File: config.mk
export PLATFORM = sky130hd
export DESIGN_NAME = visitor_seq_ctrl_flat
export DESIGN_NICKNAME = d
export VERILOG_FILES = /design/src/rtl/visitor_pkg.sv /design/src/rtl/visitor_seq_ctrl_if.sv /design/src/rtl/addsub_bit_cell.sv /design/src/rtl/visitor_seq_ctrl.sv /design/src/flat_wrapper.sv
export SDC_FILE = /design/constraint.sdc
export NUM_CORES = 1
export LEC_CHECK = 0
export CORE_AREA = 2 2 56 58
export DETAILED_ROUTE_END_ITERATION = 8
export DIE_AREA = 0 0 58 60
export PLACE_DENSITY = 0.7
export REMOVE_ABC_BUFFERS = 1
export SYNTH_ARGS = -nofsm -noshare
export SYNTH_HDL_FRONTEND = slang
export SYNTH_SLANG_ARGS = --single-unit
File: constraint.sdc
create_clock -name clk -period 1.7 [get_ports clk]
set_input_delay 0.255 -clock clk [delete_from_list [all_inputs] [get_ports clk]]
set_output_delay 0.255 -clock clk [all_outputs]
set_load 0.01 [all_outputs]
File: src/rtl/visitor_pkg.sv
// Shared definitions for the visitor counter: direction FSM encoding,
// serial operation selector and default sizing.
package visitor_pkg;

    localparam int DEF_WIDTH     = 8;
    localparam int DEF_MAX_COUNT = 99;

    typedef enum logic [1:0] {
        IDLE       = 2'd0,
        A_FIRST    = 2'd1,
        B_FIRST    = 2'd2,
        WAIT_CLEAR = 2'd3
    } dir_state_t;

    typedef enum logic {
        OP_ADD = 1'b0,
        OP_SUB = 1'b1
    } op_t;

endpackage

File: src/rtl/visitor_seq_ctrl_if.sv
// Sensor inputs and counter status outputs of the visitor counter.
interface visitor_seq_ctrl_if #(
    parameter int WIDTH = visitor_pkg::DEF_WIDTH
);
    logic             sensor_a;
    logic             sensor_b;
    logic [WIDTH-1:0] count;
    logic             busy;
    logic             entry_pulse;
    logic             exit_pulse;
    logic             full;
    logic             empty;

    // No valid/ready pairs here: sensors are level inputs sampled every clock,
    // entry_pulse/exit_pulse are single-cycle strobes with no back-pressure,
    // and count/full/empty are always valid.
    modport master (
        output sensor_a, sensor_b,
        input  count, busy, entry_pulse, exit_pulse, full, empty
    );

    modport slave (
        input  sensor_a, sensor_b,
        output count, busy, entry_pulse, exit_pulse, full, empty
    );
endinterface

File: src/rtl/addsub_bit_cell.sv
// One-bit half-adder / half-subtractor; mode selects carry or borrow out.
module addsub_bit_cell
    import visitor_pkg::*;
(
    input  logic a,
    input  logic cin,
    input  op_t  mode,
    output logic s,
    output logic cout
);
    assign s    = a ^ cin;
    assign cout = (mode == OP_SUB) ? (~a & cin) : (a & cin);
endmodule

File: src/rtl/visitor_seq_ctrl.sv
// Two-beam direction detector feeding a bit-serial saturating up/down
// visitor counter. count only changes once the full serial result is ready.
module visitor_seq_ctrl
    import visitor_pkg::*;
#(
    parameter int WIDTH     = DEF_WIDTH,
    parameter int MAX_COUNT = DEF_MAX_COUNT
) (
    input  logic               clk,
    input  logic               rst,
    visitor_seq_ctrl_if.slave  bus,
    output dir_state_t         state_dbg
);
    localparam int              IDXW = (WIDTH > 1) ? $clog2(WIDTH) : 1;
    localparam logic [WIDTH-1:0] MAXC = WIDTH'(MAX_COUNT);

    dir_state_t       state, state_nxt;
    logic             entry_evt, exit_evt;
    logic             accept_entry, accept_exit;
    logic [WIDTH-1:0] count_q, work_q, shifted;
    logic [IDXW-1:0]  bit_idx_q;
    logic             carry_q, carry_nxt, res_bit;
    logic             busy_q, entry_q, exit_q;
    op_t              op_q;

    always_comb begin
        state_nxt = state;
        entry_evt = 1'b0;
        exit_evt  = 1'b0;
        case (state)
            IDLE: begin
                if (bus.sensor_a && bus.sensor_b)       state_nxt = WAIT_CLEAR;
                else if (bus.sensor_a)                  state_nxt = A_FIRST;
                else if (bus.sensor_b)                  state_nxt = B_FIRST;
            end
            A_FIRST: begin
                if (bus.sensor_b) begin
                    entry_evt = 1'b1;
                    state_nxt = WAIT_CLEAR;
                end else if (!bus.sensor_a)             state_nxt = IDLE;
            end
            B_FIRST: begin
                if (bus.sensor_a) begin
                    exit_evt  = 1'b1;
                    state_nxt = WAIT_CLEAR;
                end else if (!bus.sensor_b)             state_nxt = IDLE;
            end
            WAIT_CLEAR: begin
                // Holding here until busy drops is what keeps events from overlapping.
                if (!bus.sensor_a && !bus.sensor_b && !busy_q) state_nxt = IDLE;
            end
            default:                                    state_nxt = IDLE;
        endcase
    end

    assign accept_entry = entry_evt && (count_q < MAXC);
    assign accept_exit  = exit_evt && (count_q != '0);

    addsub_bit_cell u_cell (
        .a    (work_q[0]),
        .cin  (carry_q),
        .mode (op_q),
        .s    (res_bit),
        .cout (carry_nxt)
    );

    // Result bits enter at the MSB so after WIDTH shifts they sit in place.
    assign shifted = {res_bit, work_q[WIDTH-1:1]};

    always_ff @(posedge clk) begin
        if (rst) begin
            state     <= IDLE;
            count_q   <= '0;
            work_q    <= '0;
            bit_idx_q <= '0;
            carry_q   <= 1'b0;
            busy_q    <= 1'b0;
            entry_q   <= 1'b0;
            exit_q    <= 1'b0;
            op_q      <= OP_ADD;
        end else begin
            state   <= state_nxt;
            entry_q <= 1'b0;
            exit_q  <= 1'b0;
            if (busy_q) begin
                work_q    <= shifted;
                carry_q   <= carry_nxt;
                bit_idx_q <= bit_idx_q + IDXW'(1);
                if (bit_idx_q == IDXW'(WIDTH - 1)) begin
                    count_q   <= shifted;
                    busy_q    <= 1'b0;
                    bit_idx_q <= '0;
                    carry_q   <= 1'b0;
                end
            end else if (accept_entry || accept_exit) begin
                busy_q    <= 1'b1;
                work_q    <= count_q;
                carry_q   <= 1'b1;
                bit_idx_q <= '0;
                op_q      <= accept_exit ? OP_SUB : OP_ADD;
                entry_q   <= accept_entry;
                exit_q    <= accept_exit;
            end
        end
    end

    assign bus.count       = count_q;
    assign bus.busy        = busy_q;
    assign bus.entry_pulse = entry_q;
    assign bus.exit_pulse  = exit_q;
    assign bus.full        = (count_q == MAXC);
    assign bus.empty       = (count_q == '0);
    assign state_dbg       = state;
endmodule

File: src/flat_wrapper.sv
// flat-port wrapper written by rule: the top's interface ports become plain ports
module visitor_seq_ctrl_flat import visitor_pkg::*;
#(
    parameter int WIDTH     = DEF_WIDTH,
    parameter int MAX_COUNT = DEF_MAX_COUNT
)
  (clk, rst, state_dbg, bus_sensor_a, bus_sensor_b, bus_count, bus_busy, bus_entry_pulse, bus_exit_pulse, bus_full, bus_empty);
  visitor_seq_ctrl_if #(.WIDTH(WIDTH)) bus_i ();
  input  logic clk;
  input  logic rst;
  output dir_state_t state_dbg;
  input wire logic [$bits(bus_i.sensor_a)-1:0] bus_sensor_a;
  input wire logic [$bits(bus_i.sensor_b)-1:0] bus_sensor_b;
  output wire logic [$bits(bus_i.count)-1:0] bus_count;
  output wire logic [$bits(bus_i.busy)-1:0] bus_busy;
  output wire logic [$bits(bus_i.entry_pulse)-1:0] bus_entry_pulse;
  output wire logic [$bits(bus_i.exit_pulse)-1:0] bus_exit_pulse;
  output wire logic [$bits(bus_i.full)-1:0] bus_full;
  output wire logic [$bits(bus_i.empty)-1:0] bus_empty;
  assign bus_i.sensor_a = bus_sensor_a;
  assign bus_i.sensor_b = bus_sensor_b;
  assign bus_count = bus_i.count;
  assign bus_busy = bus_i.busy;
  assign bus_entry_pulse = bus_i.entry_pulse;
  assign bus_exit_pulse = bus_i.exit_pulse;
  assign bus_full = bus_i.full;
  assign bus_empty = bus_i.empty;
  visitor_seq_ctrl #(.WIDTH(WIDTH), .MAX_COUNT(MAX_COUNT)) u_core (.clk(clk), .rst(rst), .bus(bus_i), .state_dbg(state_dbg));
endmodule
Word level (Yosys, flattened, before mapping)
Index checks and enable logic that the tools add are counted.
- add/subtract/negate cells: 1
- magnitude comparators: 1
- eq/ne operators: 9
- multiplexer cells: 26
- bitwise logic cells: 6
- reductions and logical operators: 17
- operators with widths (cell ; count):
    $mux W2 ; 8
    $mux W8 ; 2
    $mux W1 ; 12
    $mux W3 ; 3
    $eq A8 B7 Y1 const B ; 1
    $logic_not A8 Y1 ; 1
    $lt A8 B7 Y1 const B ; 1
    $pmux W2 S4 ; 1
    $reduce_bool A8 Y1 ; 1
    $ne A3 B3 Y1 const B ; 2
    $logic_and A1 B1 Y1 ; 5
    $eq A2 B2 Y1 const B ; 2
    $ne A4 B3 Y1 const B ; 1
    $reduce_and A2 Y1 ; 2
    $reduce_and A4 Y1 ; 1
    $add A3 B1 Y3 const B ; 1
    $eq A3 B3 Y1 const B ; 1
    $logic_not A1 Y1 ; 3
    $not A1 Y1 ; 3
    $reduce_or A3 Y1 ; 1
    $and A1 B1 Y1 ; 2
    $eq A2 B1 Y1 const B ; 1
    $logic_not A2 Y1 ; 1
    $ne A2 B1 Y1 const B ; 1
    other kinds (3) ; 3
- register bits after elaboration: 26
- input bits: 4
- output and inout port bits: 15
- logic and storage cells: 69

Depth between registers and ports, before layout
- depth in word-level cells: 6
- depth in mapped cells: 6
- mapped depth without buffers: 5

Modules after synthesis
From an unflattened synthesis, not the netlist that was laid out.
- cells, all modules: 147
- area, all modules: 1219.9 um^2
- by module, submodules not included (module ; times used ; cells an instance ; area an instance (um^2) ; seq. area each (um^2)):
    visitor_seq_ctrl ; 1 ; 144 ; 1196.1 ; 520.5
    addsub_bit_cell ; 1 ; 3 ; 23.8 ; 0.0

Least setup slack after synthesis
Ideal clock, no wire load.
- kind: flip-flop to flip-flop
- start point: register u_core.count_q[7] (netlist: u_core.bus.count[7])
- end point: register u_core.work_q[3]
- library setup time: 0.122 ns
- arrival: 1.481 ns
- required time: 1.578 ns
- slack: 0.098 ns
- stages on the path, launching flop included: 6
- buffers on the path: 1
- clock period less this slack: 1.602 ns
- cells stage by stage: dfxtp_1 or4_4 o21ai_4 buf_6 nand4_1 o311a_1
- word-level cells in the longest chain between the ends: 4
- elaborated cells on any way between the ends: 6
- classes of those cells: 1 x order compare; 5 x reduce/logical
- ends and longest elaborated chain (item ; RTL line ; source):
    from (decl) ; visitor_seq_ctrl.sv:20 ; logic [WIDTH-1:0] count_q, work_q, shifted;
    from (signal assigned) ; visitor_seq_ctrl.sv:90 ; count_q <= shifted;
    $lt A8 B7 Y1 or $reduce_bool A8 Y1 (tied branches) ; visitor_seq_ctrl.sv:56, visitor_seq_ctrl.sv:57 ;
    $logic_and A1 B1 Y1, on equally long branches ; visitor_seq_ctrl.sv:56, visitor_seq_ctrl.sv:57 ;
    $logic_or A1 B1 Y1 * ; visitor_seq_ctrl.sv:95 ; end else if (accept_entry || accept_exit) begin
    $reduce_bool A2 Y1 (no source line) * ; n/a ;
    to (signal assigned) ; visitor_seq_ctrl.sv:86 ; work_q <= shifted;
    to (signal assigned) ; visitor_seq_ctrl.sv:97 ; work_q <= count_q;
    to (decl) ; visitor_seq_ctrl.sv:20 ;
Every way passes the cells marked *; elsewhere a longest branch is shown, timed or not.
A chain may end at the register's enable or synchronous reset.

Worst setup path in the final report
- start point: register u_core.count_q[7] (netlist: u_core.bus.count[7])
- end point: output bus_full
- word-level cells in the longest chain between the ends: 1
- ends and longest elaborated chain (item ; RTL line ; source):
    $eq A8 B7 Y1 ; visitor_seq_ctrl.sv:111 ; assign bus.full = (count_q == MAXC);
    to (decl) ; flat_wrapper.sv:18 ; output wire logic [$bits(bus_i.full)-1:0] bus_full;
No other way between the ends.

==> metrics.txt <==
Final Hold Viols 0; Fin Clk Skew 0.00143 ns; Mapped Area 1160 µm²; Clock transition at path regs 0.14 ns; Pre-antenna DRT Iters 4; die area 3480 µm²; Max VDD drop 733 µV; RSZ-0062 raised after global routing yes; Max clock buf depth 2; Lkg Pwr 0.617 nW; multi-input combinational cell area 576 µm²; nets 171; Final Cycle Share 102%; Synth top area share 44.7%; clock sink total 26; run status complete, but fails checks; Final WS setup -0.0286 ns; Least-Margin Pin Slew 0.408 ns; #FFs+latches synth 26; commonest cells in the netlist dfxtp_1 (26), a21oi_1 (20), nand2_1 (17); gr ovfl total 0; largest cells by area after synthesis dfxtp_1 (45%), a21oi_1 (8.6%), o311a_1 (6.0%); via count 1107; num rows 20; yosys warns 0; DRC Markers 0; post-route ant nets 0; Max Cap Viol 0; Unique masters post-synth 26; Critical Path RT 1.44 ns; drt total wl 2890 µm; dpl ws -0.0756 ns; area leader, netlist dfxtp_1; Reg area 523 µm²; initial antenna violation count 0; Die H 60 µm; Adder-Cell Fraction of Synth Area 2.15%; # IOs 19; vias in the first global route 1083; register area share after synthesis 44.7%; GRT Total Usage 18.8%; share of layout cells above drive strength 1 20.7%; HPWL Detailed 1990 µm; Crit Path Max Fanout 3; Tmin final 1.73 ns; die width 58 µm; CTS tree yes; violations in the final reports negative setup slack; post-CTS setup buffers 0; CTS Hold Buffers Added 0; asr flop ratio synth 0%; Iter 0 DRT Violations 31; power per cell area 791 nW/µm²; Most used DFF post-synth dfxtp_1; fill count 277; most common cell in the synthesized netlist dfxtp_1; Post-synth EDFFs 0; Placed Instances 193; Synth Area in XOR/XNOR 1.51%; crit path kind flip-flop to primary output; synthesized instance count 135; first-pass GRT wire length 5020 µm; area grow syn2layout 31.9%; largest family of logic cells by synthesized area compound AO/OA/AOI/OAI gates; Synth Area in Compound Gates 22.7%; GPL Wtd Cong 0.832; WL/cell 14.7 µm; Avg Inst Size Synth 8.62 µm²; Min-Delay Path Class flip-flop to flip-flop; clk root buf clkbuf_4; Synth Area in Simple Gates 21.5%; final std cells w/o fill 197; Core Region 2900 µm²; largest net degree at the start of global routing 27; Max Clk Rate 579 MHz; relative slew slack 72.3%; mux share of post-synthesis cell area 0%; H-tree Lvls 1; crit path launch type flip-flop; Initial Util 40.1%; PortBufs 18; Pins Over Slew Limit 0; worst skew pair latency 0.32 ns; crit end category primary output; Final setup viols 7; arrival time worst endpoint 1.47 ns; Ant. Diodes 0; CTS buffer count 3; vias per cell 5.62
-- logic make-up (layout without fill, tap and decap cells) --
logic type | count (synthesis) | count (layout)
adders and majority gates | 2 | 2
and+or+nand+nor | 48 | 48
DFF | 26 | 26
AOI/OAI and AO/OA | 38 | 38
xor gates and xnor gates | 2 | 2
buffers and inverters | 19 | 48
-- layer usage --
layer | GRT usage (%) | share of wire [%] | vias to the layer above
met3 | 1.95 | 2.9 | 6
met2 | 31.3 | 52 | 24
met4 | 9.63 | 1.8 | 0
li1 | - | - | 550
met1 | 24.0 | 43 | 527
met5 | 0 | 0 | -
-- repair_timing --
action	in CTS	in global routing
resized for setup	16	2
pin swaps	4	2
setup endpoints to repair	13	17
gates cloned	0	0
-- where the power goes --
part           total (mW)  switching [mW]  leakage, nW  internal, mW
registers           0.655          0.0205        0.212         0.635
logic               0.135          0.0685        0.377        0.0662
clock network       0.424           0.186       0.0279         0.239
-- worst paths after layout --
kind	slack [ns]	endpoint	cells after the start	from
worst min-delay path	0.47	u_core.bus.count[3]$_SDFFE_PP0P_	2	u_core.work_q[4]$_SDFFE_PP0P_
worst max register to register	-0.03	u_core.work_q[2]$_SDFFE_PP0P_	6	u_core.bus.count[7]$_SDFFE_PP0P_
worst min register to register	0.47	u_core.bus.count[3]$_SDFFE_PP0P_	2	u_core.work_q[4]$_SDFFE_PP0P_
worst max-delay path	-0.03	bus_full	3	u_core.bus.count[7]$_SDFFE_PP0P_
-- flip-flops by register name (all words and copies together) (netlist names), 2 cells and up --
signal and flops:
u_core.bit_idx_q 3, u_core.state_dbg 2, u_core.bus.count 8, u_core.work_q 8
-- worst max-delay path: stages (launching register included) --
cell and delay, ns:
dfxtp_2 0.36, or4_4 0.55, nor2_2 0.11, buf_2 0.13
-- layout by cell type, fill, tap and decap left out, types with 2 or more instances in the layout --
| cell type | n |
|---|---|
| ha_1 | 2 |
| nor2_1 | 7 |
| nand3_1 | 3 |
| buf_2 | 2 |
| nand4_1 | 10 |
| xnor2_1 | 2 |
| a21oi_1 | 20 |
| dfxtp_1 | 24 |
| nand2_1 | 17 |
| clkbuf_4 | 3 |
| inv_1 | 8 |
| a211oi_1 | 2 |
| buf_4 | 16 |
| dfxtp_2 | 2 |
| buf_6 | 2 |
| or4_4 | 2 |
| o311a_1 | 7 |
| nor3_1 | 3 |
| clkdlybuf4s50_1 | 16 |
| a21o_1 | 3 |
-- area by class of cell --
cell class,count,area share [%]
Timing Repair Buffer,36,20.4
Clock inverter,1,1.96
Multi-Input combinational cell,90,37.5
Sequential cell,26,34.1
Inverter,8,1.96
Clock buffer,3,1.47
Tap cell,33,2.69
-- metrics by stage --
stage / hold slack, ns / utilization (%) / TNS (ns) / area, µm² / power, mW
final: 0.468 / 52.9 / -0.146 / 1540 / 1.21
after global routing: 0.504 / 52.9 / -1.01 / 1540 / 1.27
after global placement: 0.458 / 50.4 / -0.441 / 1460 / 0.792
after CTS: 0.469 / 52.6 / -0.111 / 1530 / 1.22
after detailed placement: 0.450 / 50.4 / -0.577 / 1460 / 0.798
after floorplan: 0.324 / - / -0.243 / 1110 / 0.741
Note: power is estimated with default switching activity, not from simulation.
==> variant: new RTL, same flow settings <==
Make the reset (`rst`) asynchronous in one clocked block.
--- a/src/rtl/visitor_seq_ctrl.sv
+++ b/src/rtl/visitor_seq_ctrl.sv
@@ -67,7 +67,7 @@
     // Result bits enter at the MSB so after WIDTH shifts they sit in place.
     assign shifted = {res_bit, work_q[WIDTH-1:1]};
 
-    always_ff @(posedge clk) begin
+    always_ff @(posedge clk or posedge rst) begin
         if (rst) begin
             state     <= IDLE;
             count_q   <= '0;
Function: differs if rst is asserted again (counterexample within 4 cycles, from zero or initial values and one cycle with rst high); with rst held inactive, the same outputs for 10 cycles.
==> variant against the unedited design <==
The flow still finishes with violations (negative setup slack); sequential share of layout area grew 4.5 points; sequential cell count is the same; wire length grew 3.6%; utilization grew 5.3 points; fmax shrank 3.0%; largest cell class is now flip-flops and latches; setup slack lost 0.053 ns; area after synthesis grew 2.8%; final area grew 10%.
Power is not compared: it rests on default switching activity, and its combinational part moved more than twofold at a synthesized area within 25%.
==> variant: results (changes against the unedited design) <==
| Metric | Value |
|---|---|
| Run status | finished, violations left (unchanged) |
| Failing checks | negative setup slack (unchanged) |
| Critical Path AT | 1.53 ns (was 1.47 ns) |
| Number of antenna violations at the first check in global routing | 0 (unchanged) |
| Maximum fanout along the worst path | 3 (unchanged) |
| Yosys cell types | 28 (was 26) |
| Maximum number of pins on one net before global-route repair | 27 (unchanged) |
| Clock latency reported for the late side of the worst-skew pair | 0.32 ns (about the same) |
| Reg-to-reg critical path endpoint | u_core.work_q[3]$_DFFE_PP0P_ (was u_core.work_q[2]$_SDFFE_PP0P_) |
| Most used flip-flop cell after synthesis | dfrtp_1 (was dfxtp_1) |
| Syn. warnings | 0 (unchanged) |
| Filler Cell Count | 251 (was 277) |
| Finish-stage setup viols | 11 (was 7) |
| Worst Skew | 0.00635 ns (was 0.00143 ns) |
| Number of cell instances on the worst register-to-register path | 6 (unchanged) |
| Maximum root-to-sink buffer count | 2 (unchanged) |
| Worst hold-check slack | 0.276 ns (was 0.468 ns) |
| Number of detailed-route iterations in the first pass | 5 (was 4) |
| Final hold violation count | 0 (unchanged) |
| Relative slew margins | 0.782 (was 0.723) |
| Worst path setup slack after routing | -0.0813 ns (was -0.0286 ns) |
| Static power due to leakage | 0.760 nW |
| Proportion of layout cells with a drive suffix above 1 | 0.360 (was 0.207) |
| VDD IR-drop max | 0.000904 V |
| Post-synth top cells | 26 x dfrtp_1, 12 x o21ai_0, 11 x nor2_1, 10 x nand3_1, 8 x a31oi_1 (was 26 x dfxtp_1, 20 x a21oi_1, 17 x nand2_1, 10 x nand4_1, 9 x clkbuf_1) |
| Clock buffers created by TritonCTS | 3 (unchanged) |
| Worst hold path type | input pin to async pin (was register to register) |
| P_sw | 0.00111 W |
| Number of H-tree levels | 1 (unchanged) |
| Clock transition at the registers of the reported paths | 0.14 ns (about the same) |
| Share of async-settable or async-resettable flops after synthesis | 1.00 (was 0) |
| Via count | 1020 (was 1107) |
| DRT iter0 DRCs | 49 (was 31) |
| Vias in the first global route | 1019 (was 1083) |
| Final HPWL DP | 2070 um (was 1990 um) |
| Antenna Diode Count | 0 (unchanged) |
| Reg-to-reg setup timing slack | -0.07 ns (was -0.03 ns) |
| Global-route wire length before repair | 4840 um (was 5020 um) |
| Routed wirelength normalized by instance count | 16.4 um (was 14.7 um) |
| Seq/Total Area, Yosys | 0.544 (was 0.447) |
| Global placement routability congestion | 0.858 (was 0.832) |
| Ranking of synthesized cells by area | dfrtp_1 54%, mux2_2 6.6%, o21ai_0 5.0% (was dfxtp_1 45%, a21oi_1 8.6%, o311a_1 6.0%) |
| Nets | 157 (was 171) |
| Launching point of the worst reg2reg path | u_core.bus.count[4]$_DFFE_PP0P_ (was u_core.bus.count[7]$_SDFFE_PP0P_) |
| Quantity of I/O buffers inserted on ports | 18 (unchanged) |
| Global routing usage summed across all routing layers | 0.185 (was 0.188) |
| Root buffer cell | clkbuf_4 (unchanged) |
-- variant: cell count changes after synthesis, moves of 8 or more --
cell / unedited run / this run
nand4_1: 10 / 2
nand2_1: 17 / 4
a21oi_1: 20 / 1
dfrtp_1: 0 / 26
a31oi_1: 0 / 8
o21ai_0: 1 / 12
dfxtp_1: 26 / 0
-- variant: worst max path at each step --
stage	startpoint	endpoint	cells after the start
global placement	bus_sensor_b	u_core.work_q[5]$_DFFE_PP0P_	6
finish	u_core.bus.count[4]$_DFFE_PP0P_	bus_empty	3
CTS	u_core.bus.count[2]$_DFFE_PP0P_	bus_empty	3
detailed placement	bus_sensor_b	u_core.work_q[3]$_DFFE_PP0P_	6
floorplan	u_core.bus.count[2]$_DFFE_PP0P_	u_core.carry_q$_DFFE_PP0P_	4
global route	u_core.bus.count[4]$_DFFE_PP0P_	bus_empty	3
-- variant: power by group through the flow --
stage	Clock, W	Sequential, W	Combinational (W)
after global routing	0.000355	0.00115	0.00167
after detailed placement	0	0.00113	0.00136
after CTS	0.000327	0.00111	0.00138
after global placement	0	0.00111	0.00131
after floorplan	0	0.00118	0.000596
final	0.000312	0.00112	0.00152
-- variant: cell type report --
type,instances,area share
timing repair buffer,40,0.216
clock buffer,4,0.0215
multi-input combinational,76,0.343
inverter,4,0.00889
tap,33,0.0244
sequential,26,0.386
-- variant: cells by family after synthesis --
family          count (synthesis)  share of synthesized area
mux                             7                     0.0659
flops                          26                      0.544
xor+xnor                        2                     0.0146
fa+ha+maj                       2                     0.0209
simple gates                   33                      0.144
compound gates                 32                      0.178
buf+inv                         8                     0.0324
-- variant: through the flow --
| stage | setup WS, ns | area [um^2] | instances | TNS [ns] | power, W |
|---|---|---|---|---|---|
| after floorplan | -0.0303 | 1170 | 106 | -0.0303 | 0.00177 |
| after global placement | -0.103 | 1560 | 178 | -0.970 | 0.00242 |
| after detailed placement | -0.186 | 1560 | 178 | -2.36 | 0.00249 |
| after CTS | -0.0756 | 1590 | 182 | -0.500 | 0.00282 |
| after global routing | -0.152 | 1690 | 183 | -1.25 | 0.00317 |
| final | -0.0813 | 1690 | 183 | -0.460 | 0.00296 |
-- variant: layer usage --
metal	global-route usage	routed length, um	vias to the layer above
li1	-	-	486
met1	0.246	1250	504
met2	0.304	1600	26
met3	0.0303	116	4
met4	0.0731	35	0
met5	0	0	-
-- variant: repair_timing --
item,4_1_cts,5_1_grt
setup buffers,0,1
endpoints found under the setup margin,13,26
resized for setup,11,24
pin swaps,6,11
-- variant: worst max-delay path, cell delays in order, from the launching register on --
cell     delay, ns
dfrtp_1       0.41
or4_4         0.56
nor2_2        0.12
buf_2         0.13
